==> src/rtl/intr_ctrl_vec.sv <==
// Vectored interrupt controller: NumSrc level/edge sources routed to NumTgt targets with per-target enable and claim.
// Optional input synchroniser is enabled by defining INTR_CTRL_VEC_SYNC_EN.

package intr_ctrl_vec_pkg;
    typedef struct packed {
        logic [31:0] addr;
        logic        write;
        logic [31:0] wdata;
        logic [3:0]  wstrb;
        logic        valid;
    } reg_req_t;

    typedef struct packed {
        logic [31:0] rdata;
        logic        error;
        logic        ready;
    } reg_rsp_t;
endpackage

module intr_ctrl_vec #(
    parameter int unsigned NumSrc = 16,
    parameter int unsigned NumTgt = 2,
    parameter type reg_req_t = intr_ctrl_vec_pkg::reg_req_t,
    parameter type reg_rsp_t = intr_ctrl_vec_pkg::reg_rsp_t
) (
    input  logic              clk_i,
    input  logic              rst_i,
    input  reg_req_t          reg_req_i,
    output reg_rsp_t          reg_rsp_o,
    input  logic [NumSrc-1:0] intr_i,
    output logic [NumTgt-1:0] irq_o
);

    localparam int unsigned IdW = 6;

    logic [NumSrc-1:0]             intr_s;
    logic [NumSrc-1:0]             intr_q;
    logic [NumSrc-1:0]             pend_q, pend_d;
    logic [NumSrc-1:0]             mode_q, mode_d;
    logic [NumTgt-1:0][NumSrc-1:0] en_q, en_d;
    logic [NumTgt-1:0]             irq_d;

`ifdef INTR_CTRL_VEC_SYNC_EN
    logic [NumSrc-1:0] sync_q1, sync_q2;

    always_ff @(posedge clk_i or posedge rst_i) begin
        if (rst_i) begin
            sync_q1 <= '0;
            sync_q2 <= '0;
        end else begin
            sync_q1 <= intr_i;
            sync_q2 <= sync_q1;
        end
    end

    assign intr_s = sync_q2;
`else
    assign intr_s = intr_i;
`endif

    // Address decode
    logic [7:0]  off;
    logic        acc_pend, acc_mode, acc_en, acc_claim, tgt_ok, mapped;
    logic [1:0]  tgt;
    logic        do_wr, do_rd;

    assign off = reg_req_i.addr[7:0];

    always_comb begin
        acc_pend  = 1'b0;
        acc_mode  = 1'b0;
        acc_en    = 1'b0;
        acc_claim = 1'b0;
        tgt       = 2'd0;
        case (off)
            8'h00: acc_pend = 1'b1;
            8'h04: acc_mode = 1'b1;
            8'h08, 8'h0C, 8'h10, 8'h14: begin
                acc_en = 1'b1;
                tgt    = 2'(off[4:2] - 3'd2);
            end
            8'h20, 8'h24, 8'h28, 8'h2C: begin
                acc_claim = 1'b1;
                tgt       = off[3:2];
            end
            default: ;
        endcase
        tgt_ok = 32'(tgt) < NumTgt;
        mapped = (reg_req_i.addr[31:8] == 24'd0) &&
                 (acc_pend || acc_mode || ((acc_en || acc_claim) && tgt_ok));
    end

    assign do_wr = reg_req_i.valid &&  reg_req_i.write && mapped;
    assign do_rd = reg_req_i.valid && !reg_req_i.write && mapped;

    // Byte-strobed write data, truncated to the implemented source bits
    logic [31:0]       wmask32, wval32;
    logic [NumSrc-1:0] wmsk, wbits;

    assign wmask32 = {{8{reg_req_i.wstrb[3]}}, {8{reg_req_i.wstrb[2]}},
                      {8{reg_req_i.wstrb[1]}}, {8{reg_req_i.wstrb[0]}}};
    assign wval32  = reg_req_i.wdata & wmask32;
    assign wmsk    = NumSrc'(wmask32);
    assign wbits   = NumSrc'(wval32);

    // Claim: lowest pending-and-enabled source of the addressed target
    logic [NumSrc-1:0] masked, claim_oh, claim_clr;
    logic [IdW-1:0]    claim_id;

    always_comb begin
        masked = '0;
        for (int t = 0; t < int'(NumTgt); t++) begin
            if (tgt == 2'(t)) masked = pend_q & en_q[t];
        end
        claim_oh = masked & (~masked + NumSrc'(1));
        claim_id = '0;
        for (int i = int'(NumSrc) - 1; i >= 0; i--) begin
            if (masked[i]) claim_id = IdW'(i + 1);
        end
        claim_clr = (do_rd && acc_claim) ? (claim_oh & mode_q) : '0;
    end

    // Read mux and response
    logic [31:0] rdata;

    always_comb begin
        rdata = '0;
        if (do_rd) begin
            if (acc_pend)  rdata = 32'(pend_q);
            if (acc_mode)  rdata = 32'(mode_q);
            if (acc_claim) rdata = 32'(claim_id);
            if (acc_en) begin
                for (int t = 0; t < int'(NumTgt); t++) begin
                    if (tgt == 2'(t)) rdata = 32'(en_q[t]);
                end
            end
        end
        reg_rsp_o       = '0;
        reg_rsp_o.rdata = rdata;
        reg_rsp_o.error = reg_req_i.valid && !mapped;
        reg_rsp_o.ready = reg_req_i.valid;
    end

    // Next-state: a newly edge-mode bit restarts from its edge detector only
    logic [NumSrc-1:0] edge_set, w1c, to_edge;

    always_comb begin
        mode_d = mode_q;
        en_d   = en_q;
        if (do_wr && acc_mode) mode_d = (mode_q & ~wmsk) | wbits;
        for (int t = 0; t < int'(NumTgt); t++) begin
            if (do_wr && acc_en && tgt == 2'(t)) en_d[t] = (en_q[t] & ~wmsk) | wbits;
            irq_d[t] = |(pend_q & en_q[t]);
        end
        edge_set = intr_s & ~intr_q;
        w1c      = (do_wr && acc_pend) ? wbits : '0;
        to_edge  = mode_d & ~mode_q;
        pend_d   = (mode_q & (edge_set | (pend_q & ~(w1c | claim_clr)))) |
                   (~mode_q & ~to_edge & intr_s) |
                   (to_edge & edge_set);
    end

    always_ff @(posedge clk_i or posedge rst_i) begin
        if (rst_i) begin
            intr_q <= '0;
            pend_q <= '0;
            mode_q <= '0;
            en_q   <= '0;
            irq_o  <= '0;
        end else begin
            intr_q <= intr_s;
            pend_q <= pend_d;
            mode_q <= mode_d;
            en_q   <= en_d;
            irq_o  <= irq_d;
        end
    end

endmodule

==> config.mk <==
export PLATFORM = sky130hd
export DESIGN_NAME = intr_ctrl_vec
export DESIGN_NICKNAME = d
export VERILOG_FILES = /design/src/rtl/intr_ctrl_vec.sv
export SDC_FILE = /design/constraint.sdc
export NUM_CORES = 1
export LEC_CHECK = 0
export CORE_MARGIN = 2
export CORE_UTILIZATION = 55
export CTS_CLUSTER_DIAMETER = 150
export DETAILED_ROUTE_END_ITERATION = 8
export DONT_BUFFER_PORTS = 1
export PLACE_DENSITY_LB_ADDON = 0.3
export SLEW_MARGIN = 20
export SYNTH_ARGS = -nofsm -noshare
export SYNTH_HDL_FRONTEND = slang
export SYNTH_SLANG_ARGS = --single-unit
==> constraint.sdc <==
create_clock -name clk_i -period 3.5 [get_ports clk_i]
set_input_delay 0.525 -clock clk_i [delete_from_list [all_inputs] [get_ports clk_i]]
set_output_delay 0.525 -clock clk_i [all_outputs]
set_load 0.05 [all_outputs]
==> results.md <==
* WL final at 13,600 um
* Comb pwr share at 6.4%
* Slew at the pin closest to its max-slew limit at 940 ps
* Layout area overhead at 21.0%
* Clock-pin slew on the worst setup and hold paths at 90 ps
* Netlist cell types at 55
* Peak Freq at 278 MHz
* Worst Hold Class: input pin to flop
* Reg power frac at 54.4%
* Worst min-delay path startpoint: intr_i[11]
* Post-synth top area cell: dfrtp_1
* Fraction of layout cells with a size suffix above 1 at 28.6%
* DRT antenna net count at 0
* DPL Wire Length at 9710 um
* WHS Endpoint: intr_q[11]$_DFF_PP0_
* Pre-Repair DR Iteration Count at 5
* Final net count at 652
* Area of the multi-input gates at 2770 um2
* Required time of the critical path at 2970 ps
* Hold Path Stages at 0
* Crit path arrival time at 3070 ps
* TritonCTS clock tree: done
* Post-route insts no fill at 677
* Die W at 97.2 um
* Initial core utilization at 55.9%
* Period minus WS final at 3590 ps
* Fin. Hold Viols at 0
* IO Pins at 124
* Number of synthesized flops with an enable pin at 0
* Post-Syn Instances at 516
* Critical Path Source Type: input pin
* Synth top area cells: dfrtp_1 43%, mux2_2 10%, nand2_1 7.9%, o22ai_1 3.0%, a211oi_1 3.0%
* Max-cap check violation count at 0
* Initial DRC count at 246
* Yosys warning total at 0
* Remaining DRCs at 0
* RSZ-0062 raised after global routing: true
* Post-synthesis async set-or-reset flop share at 100%
* FF-to-FF Start: pend_q[2]$_DFF_PP0_
* Mean post-synth cell area at 9.26 um2
* Worst R2R End: pend_q[13]$_DFF_PP0_
* I/O Buffers at 0
* Register Area at 2050 um2
* Hold Slack at 172 ps
* Number of antenna diodes at 0
* Synth top area share at 42.9%
* Cells after DPL at 657
* Clock Power Share at 39.2%
* Tot GR Track Use at 28.4%
* GPL Wtd Cong at 0.921
* Setup_tns at -156 ps
* Global-route congestion overflow total at 0
* Outcome: complete, but fails checks
* Net Switching at 0.474 mW
* Routed via count at 4,366
* Flops & latches, synth at 82
* P_leak at 2.56 nW
* P_int at 1.33 mW
* Most frequent cells in the layout: 100 x nand2_1, 82 x dfrtp_1, 47 x buf_4
* Core footprint at 8550 um2
* Largest net degree at the start of global routing at 36
* H-tree Lvls at 3
* Post-route setup slack at -91.6 ps
* Routed WL per cell at 20.1 um
* Die Y at 97.2 um
* Crit Path Category: input pin to output port
* Setup-failing EPs final at 2
* Seq/Total Area, Yosys at 42.9%
* Max-slew violations at 0
* Initial antenna violation count at 0
* Most common cell after layout, fill and taps aside: nand2_1
* Final Cycle Share at 103%
* Failing checks: negative setup slack
* Power Density at 312 nW/um2
* Main synth FF type: dfrtp_1
* Clock Latency Late Sink at 370 ps
* TritonCTS Sinks at 82
* Fillers at 629
* Reg2Reg Setup Slack at 1020 ps
* CTS buffer count at 9
* Root buf cell: clkbuf_8
* Site row count at 34
* Setup crit end kind: output port
* Die Footprint at 9450 um2
* First-pass GRT wire length at 21,600 um
* Synthesized cell area at 4780 um2
* Number of global-route vias before repair at 4,307
* Net Sw Frac at 26.3%
* Normalized max-slew margin at 37.2%
* CP Max Fanout at 10
* Maximum clock insertion buffer count at 2
* Vias/cell at 6.45
* Worst Skew at 15.7 ps
* Max VDD drop at 0.000250 V
* FF-to-FF path depth at 7
## cell usage after synthesis (all sizes together) (2+ instances only)
| master | number |
|---|---|
| a21o | 6 |
| and4 | 3 |
| and3b | 2 |
| o21ai | 22 |
| nor4 | 8 |
| a221oi | 3 |
| mux2 | 43 |
| buf | 23 |
| a22o | 12 |
| nor2 | 8 |
| o22a | 3 |
| a31oi | 2 |
| o31ai | 3 |
| inv | 15 |
| or4 | 3 |
| a211oi | 19 |
| and2 | 5 |
| a21oi | 28 |
| a221o | 2 |
| a22oi | 13 |
| nand4 | 7 |
| dfrtp | 82 |
| and3 | 11 |
| o22ai | 24 |
| a21boi | 3 |
| mux2i | 3 |
| nor3 | 4 |
| clkbuf | 17 |
| nor3b | 2 |
| nand2 | 100 |
| nand3 | 15 |
| nor2b | 6 |
| xnor2 | 2 |
| o211ai | 3 |
## worst max-delay path by stage
stage	from	end	slack, ps	cells after the start
after CTS	reg_req_i[44]	reg_rsp_o[2]	-50	9
after floorplan	reg_req_i[39]	reg_rsp_o[10]	-170	7
final	reg_req_i[44]	reg_rsp_o[6]	-90	10
after global routing	reg_req_i[44]	reg_rsp_o[2]	-140	11
after detailed placement	reg_req_i[39]	reg_rsp_o[3]	-190	10
after global placement	reg_req_i[39]	reg_rsp_o[2]	-130	9
## area by class of cell
| class | instances | share of cell area (%) |
|---|---|---|
| clock buffer | 9 | 2.14 |
| inverter | 15 | 0.995 |
| timing repair buffer | 61 | 9.72 |
| multi-input combinational | 395 | 48.0 |
| tap | 108 | 2.34 |
| sequential | 82 | 35.5 |
| clock inverter | 7 | 1.34 |
## power by group through the flow
| stage | Combinational (mW) | Sequential [mW] | Clock (mW) |
|---|---|---|---|
| floorplan | 0.121 | 0.995 | 0 |
| global placement | 0.108 | 0.999 | 0 |
| detailed placement | 0.111 | 1.00 | 0 |
| CTS | 0.114 | 0.981 | 0.713 |
| global route | 0.125 | 0.984 | 0.750 |
| finish | 0.115 | 0.982 | 0.707 |
## metrics by stage
stage                     util [%]  worst slack, ps  power (mW)  area (um2)
after global placement        62.8             -135        1.11        5370
after detailed placement      62.8             -195        1.11        5370
after CTS                     66.9            -51.5        1.81        5720
after floorplan                  -             -167        1.12        4960
final                         67.6            -91.6        1.80        5780
after global routing          67.6             -141        1.86        5780
## cell families (layout without fill, tap and decap cells)
kind of cell / after synthesis / after routing / share of synthesized area [%]
AO/OA/AOI/OAI: 147 / 147 / 20.7
XOR/XNOR: 2 / 2 / 0.367
buffers and inverters: 55 / 92 / 6.26
flip-flops: 82 / 82 / 42.9
multiplexers: 46 / 46 / 10.8
other: 1 / 16 / 0.0785
AND/OR/NAND/NOR: 183 / 184 / 18.9
## routing by layer
metal / wire [um] / global-route usage [%] / up-vias
met5: 0 / 0 / -
met4: 388 / 13.4 / 0
met3: 857 / 6.69 / 35
met2: 6690 / 45.9 / 174
met1: 5670 / 36.2 / 2175
li1: - / - / 1982
## timing repair
action,4_1_cts,5_1_grt
hold buffers,1,0
hold endpoints to repair,13,0
endpoints found under the setup margin,4,5
buffers inserted,2,0
gates resized for setup,25,11
cloned,1,0
pin swaps,15,5
## critical path: stages
cell and delay [ps]:
or4_4 560, buf_6 170, a221oi_2 210, buf_6 220
buf_4 160, o22a_1 220, and3_4 240, nand4_1 180
a221oi_4 390, buf_12 180
No activity file was read; power rests on OpenSTA's default activity.
==> variant, RTL diff (same flow settings) <==
Take the reset off `en_q` and load it in a clocked block of its own.
--- a/src/rtl/intr_ctrl_vec.sv
+++ b/src/rtl/intr_ctrl_vec.sv
@@ -165,16 +165,18 @@
             intr_q <= '0;
             pend_q <= '0;
             mode_q <= '0;
-            en_q   <= '0;
             irq_o  <= '0;
         end else begin
             intr_q <= intr_s;
             pend_q <= pend_d;
             mode_q <= mode_d;
-            en_q   <= en_d;
             irq_o  <= irq_d;
         end
     end
 
+    always_ff @(posedge clk_i) begin
+        en_q <= en_d;
+    end
+
 endmodule
 
Behaviour: not the same (a bounded check fails within 4 cycles, from zero or initial values and one cycle with rst_i high).
==> variant against the unedited design <==
  * Synthesized area barely moved
  * Final area fell by 5.1%
  * Setup slack improved by 93 ps
  * Critical endpoint is now reg_rsp_o[3]
  * Clock skew fell by 1.5 ps
  * Non-clock buffer count fell by 12
  * Highest routed layer unchanged
  * Routed wire length fell by 6.3%
  * First-iteration DRC count rose by 8.5%
  * Combinational power rose by 35%
  * Hold slack barely moved
  * Sequential cell count did not move
  * Power rose by 8.8%
==> variant: results (changes against the unedited design) <==
- The count of different cell masters after synthesis came to 68 (+24%).
- By area the synthesized netlist is led by sky130_fd_sc_hd__dfrtp_1, sky130_fd_sc_hd__edfxtp_1, sky130_fd_sc_hd__nand2_1.
- The clock insertion delay at the later pin of the skew report is 370 ps (about the same).
- The count of yosys warnings during synthesis is 0 (unchanged).
- The final weighted congestion in routability-driven placement was 0.965 (+4.8%).
- The maximum fanout along the worst path is 7 (-3).
- The setup skew after layout was 14.2 ps (-1.50 ps).
- The largest net degree at the start of global routing came to 51 (+42%).
- The leakage power figure is 2.16 nW (-15%).
- The clock group total power is 0.771 mW (+9.1%).
- The iteration count of the initial detailed-routing pass was 5 (unchanged).
- The count of buffers from port buffering is 0 (unchanged).
- The number of antenna violations at the first check in global routing is 0 (unchanged).
- The total of cells resized after clock tree synthesis is 2 (-92%).
- The first-iteration detailed-routing DRC count is 267 (+8.5%).
- The count of inserted antenna diode cells is 0 (unchanged).
- The via count of the first global-routing pass is 3969 (-7.8%).
- The number of enable flip-flop cells after synthesis is 32 (+32).
- The ratio of cells with drive above 1 in the final layout came to 0.228 (-0.0589).
- The number of buffers on the longest clock path is 2 (unchanged).
- The flow ran to the end, and the final reports show no timing, DRC or antenna violations.
- The clock-pin slew on the worst setup and hold paths was 90 ps (about the same).
- The stage delay of the slowest cell on the critical path came to 650 ps (+90 ps).
- The sum of routed wire length over all layers is 12700 um (-6.3%).
- The placed wire-length estimate came to 9380 um (-3.5%).
- The peak supply drop came to 0.312 mV (+25%).
- The sequential area share after synthesis was 0.463 (+0.0333).
- The post-place instance area is 5190 um2 (-3.4%).
- The sequential group share of total power came to 0.528 (-0.016).
- The number of buffers added by the clock tree synthesis step is 9 (unchanged).
- The total routing usage reported by global routing is 0.270 (-0.0141).
- The total net switching power is 0.485 mW (+2.2%).
- The data arrival time of the critical path is 2970 ps (-100 ps).
- The critical-path cell with the highest stage delay is sky130_fd_sc_hd__or4b_4.
- The first-pass GRT wire length is 20300 um (-6.2%).
- The headroom to the max-slew limit came to 0.435 (+0.0626).
- The proportion of synthesized flip-flops having asynchronous set or reset came to 0.610 (-0.390).
- The number of H-tree branching levels is 3 (unchanged).
- The cell at the root of the clock tree is sky130_fd_sc_hd__clkbuf_8.
- The net count of the finished layout is 606 (-7.1%).
- The tightest min-delay check is of the in2reg type.
- On the critical path the largest part of the delay comes from simple AND/OR/NAND/NOR gates.
- The commonest cells after synthesis are sky130_fd_sc_hd__nand2_1, sky130_fd_sc_hd__dfrtp_1, sky130_fd_sc_hd__edfxtp_1, sky130_fd_sc_hd__o21ai_0, sky130_fd_sc_hd__a21oi_1.
- The average via count per standard cell is 6.45 (about the same).
- The post-CTS repair timing setup buffer count is 0 (-2).
-- variant: per-layer routing --
layer,global-route usage,wire length [um],part of all wire
met1,0.357,5240,0.41
met2,0.433,6270,0.49
met3,0.0662,1010,0.079
met4,0.101,223,0.017
met5,0,0,0
-- variant: layout make-up --
type	count	area, um2
multi-input combinational	361	2420
fill	674	3110
timing repair buffer	49	430
clock inverter	7	100
tap	108	135
sequential	82	2210
inverter	15	57.6
clock buffer	9	124
-- variant: worst paths after layout --
| kind | start | endpoint | slack [ps] | depth (start not counted) |
|---|---|---|---|---|
| max reg2reg | pend_q[8] | pend_q[15] | 1020 | 8 |
| min in group asynchronous | rst_i | mode_q[12] | 180 | 1 |
| max | reg_req_i[44] | reg_rsp_o[3] | 1 | 8 |
| max in group asynchronous | rst_i | pend_q[8] | 2780 | 1 |
| min reg2reg | intr_q[4] | pend_q[4] | 550 | 3 |
| min | intr_i[9] | intr_q[9] | 170 | 0 |
-- variant: metrics by stage --
step / utilization / setup slack (ps) / cells / power (mW) / hold slack, ps
3_3_place_gp: 0.604 / 55.5 / 611 / 1.20 / 531
6_report: 0.638 / 1.25 / 631 / 1.96 / 172
2_1_floorplan: - / -32.8 / 497 / 1.20 / 511
3_5_place_dp: 0.604 / -4.23 / 611 / 1.20 / 539
5_1_grt: 0.638 / -62.5 / 631 / 2.02 / 153
4_1_cts: 0.631 / 20.1 / 627 / 1.97 / 165
-- variant: cells by family after synthesis --
kind of cell | count (synthesis) | synth area share
simple gates | 167 | 0.189
compound gates | 142 | 0.204
flops | 82 | 0.463
buf+inv | 55 | 0.0641
mux | 32 | 0.0720
xor+xnor | 2 | 0.00524
fa+ha+maj | 1 | 0.00209
other cells | 1 | 0.000784
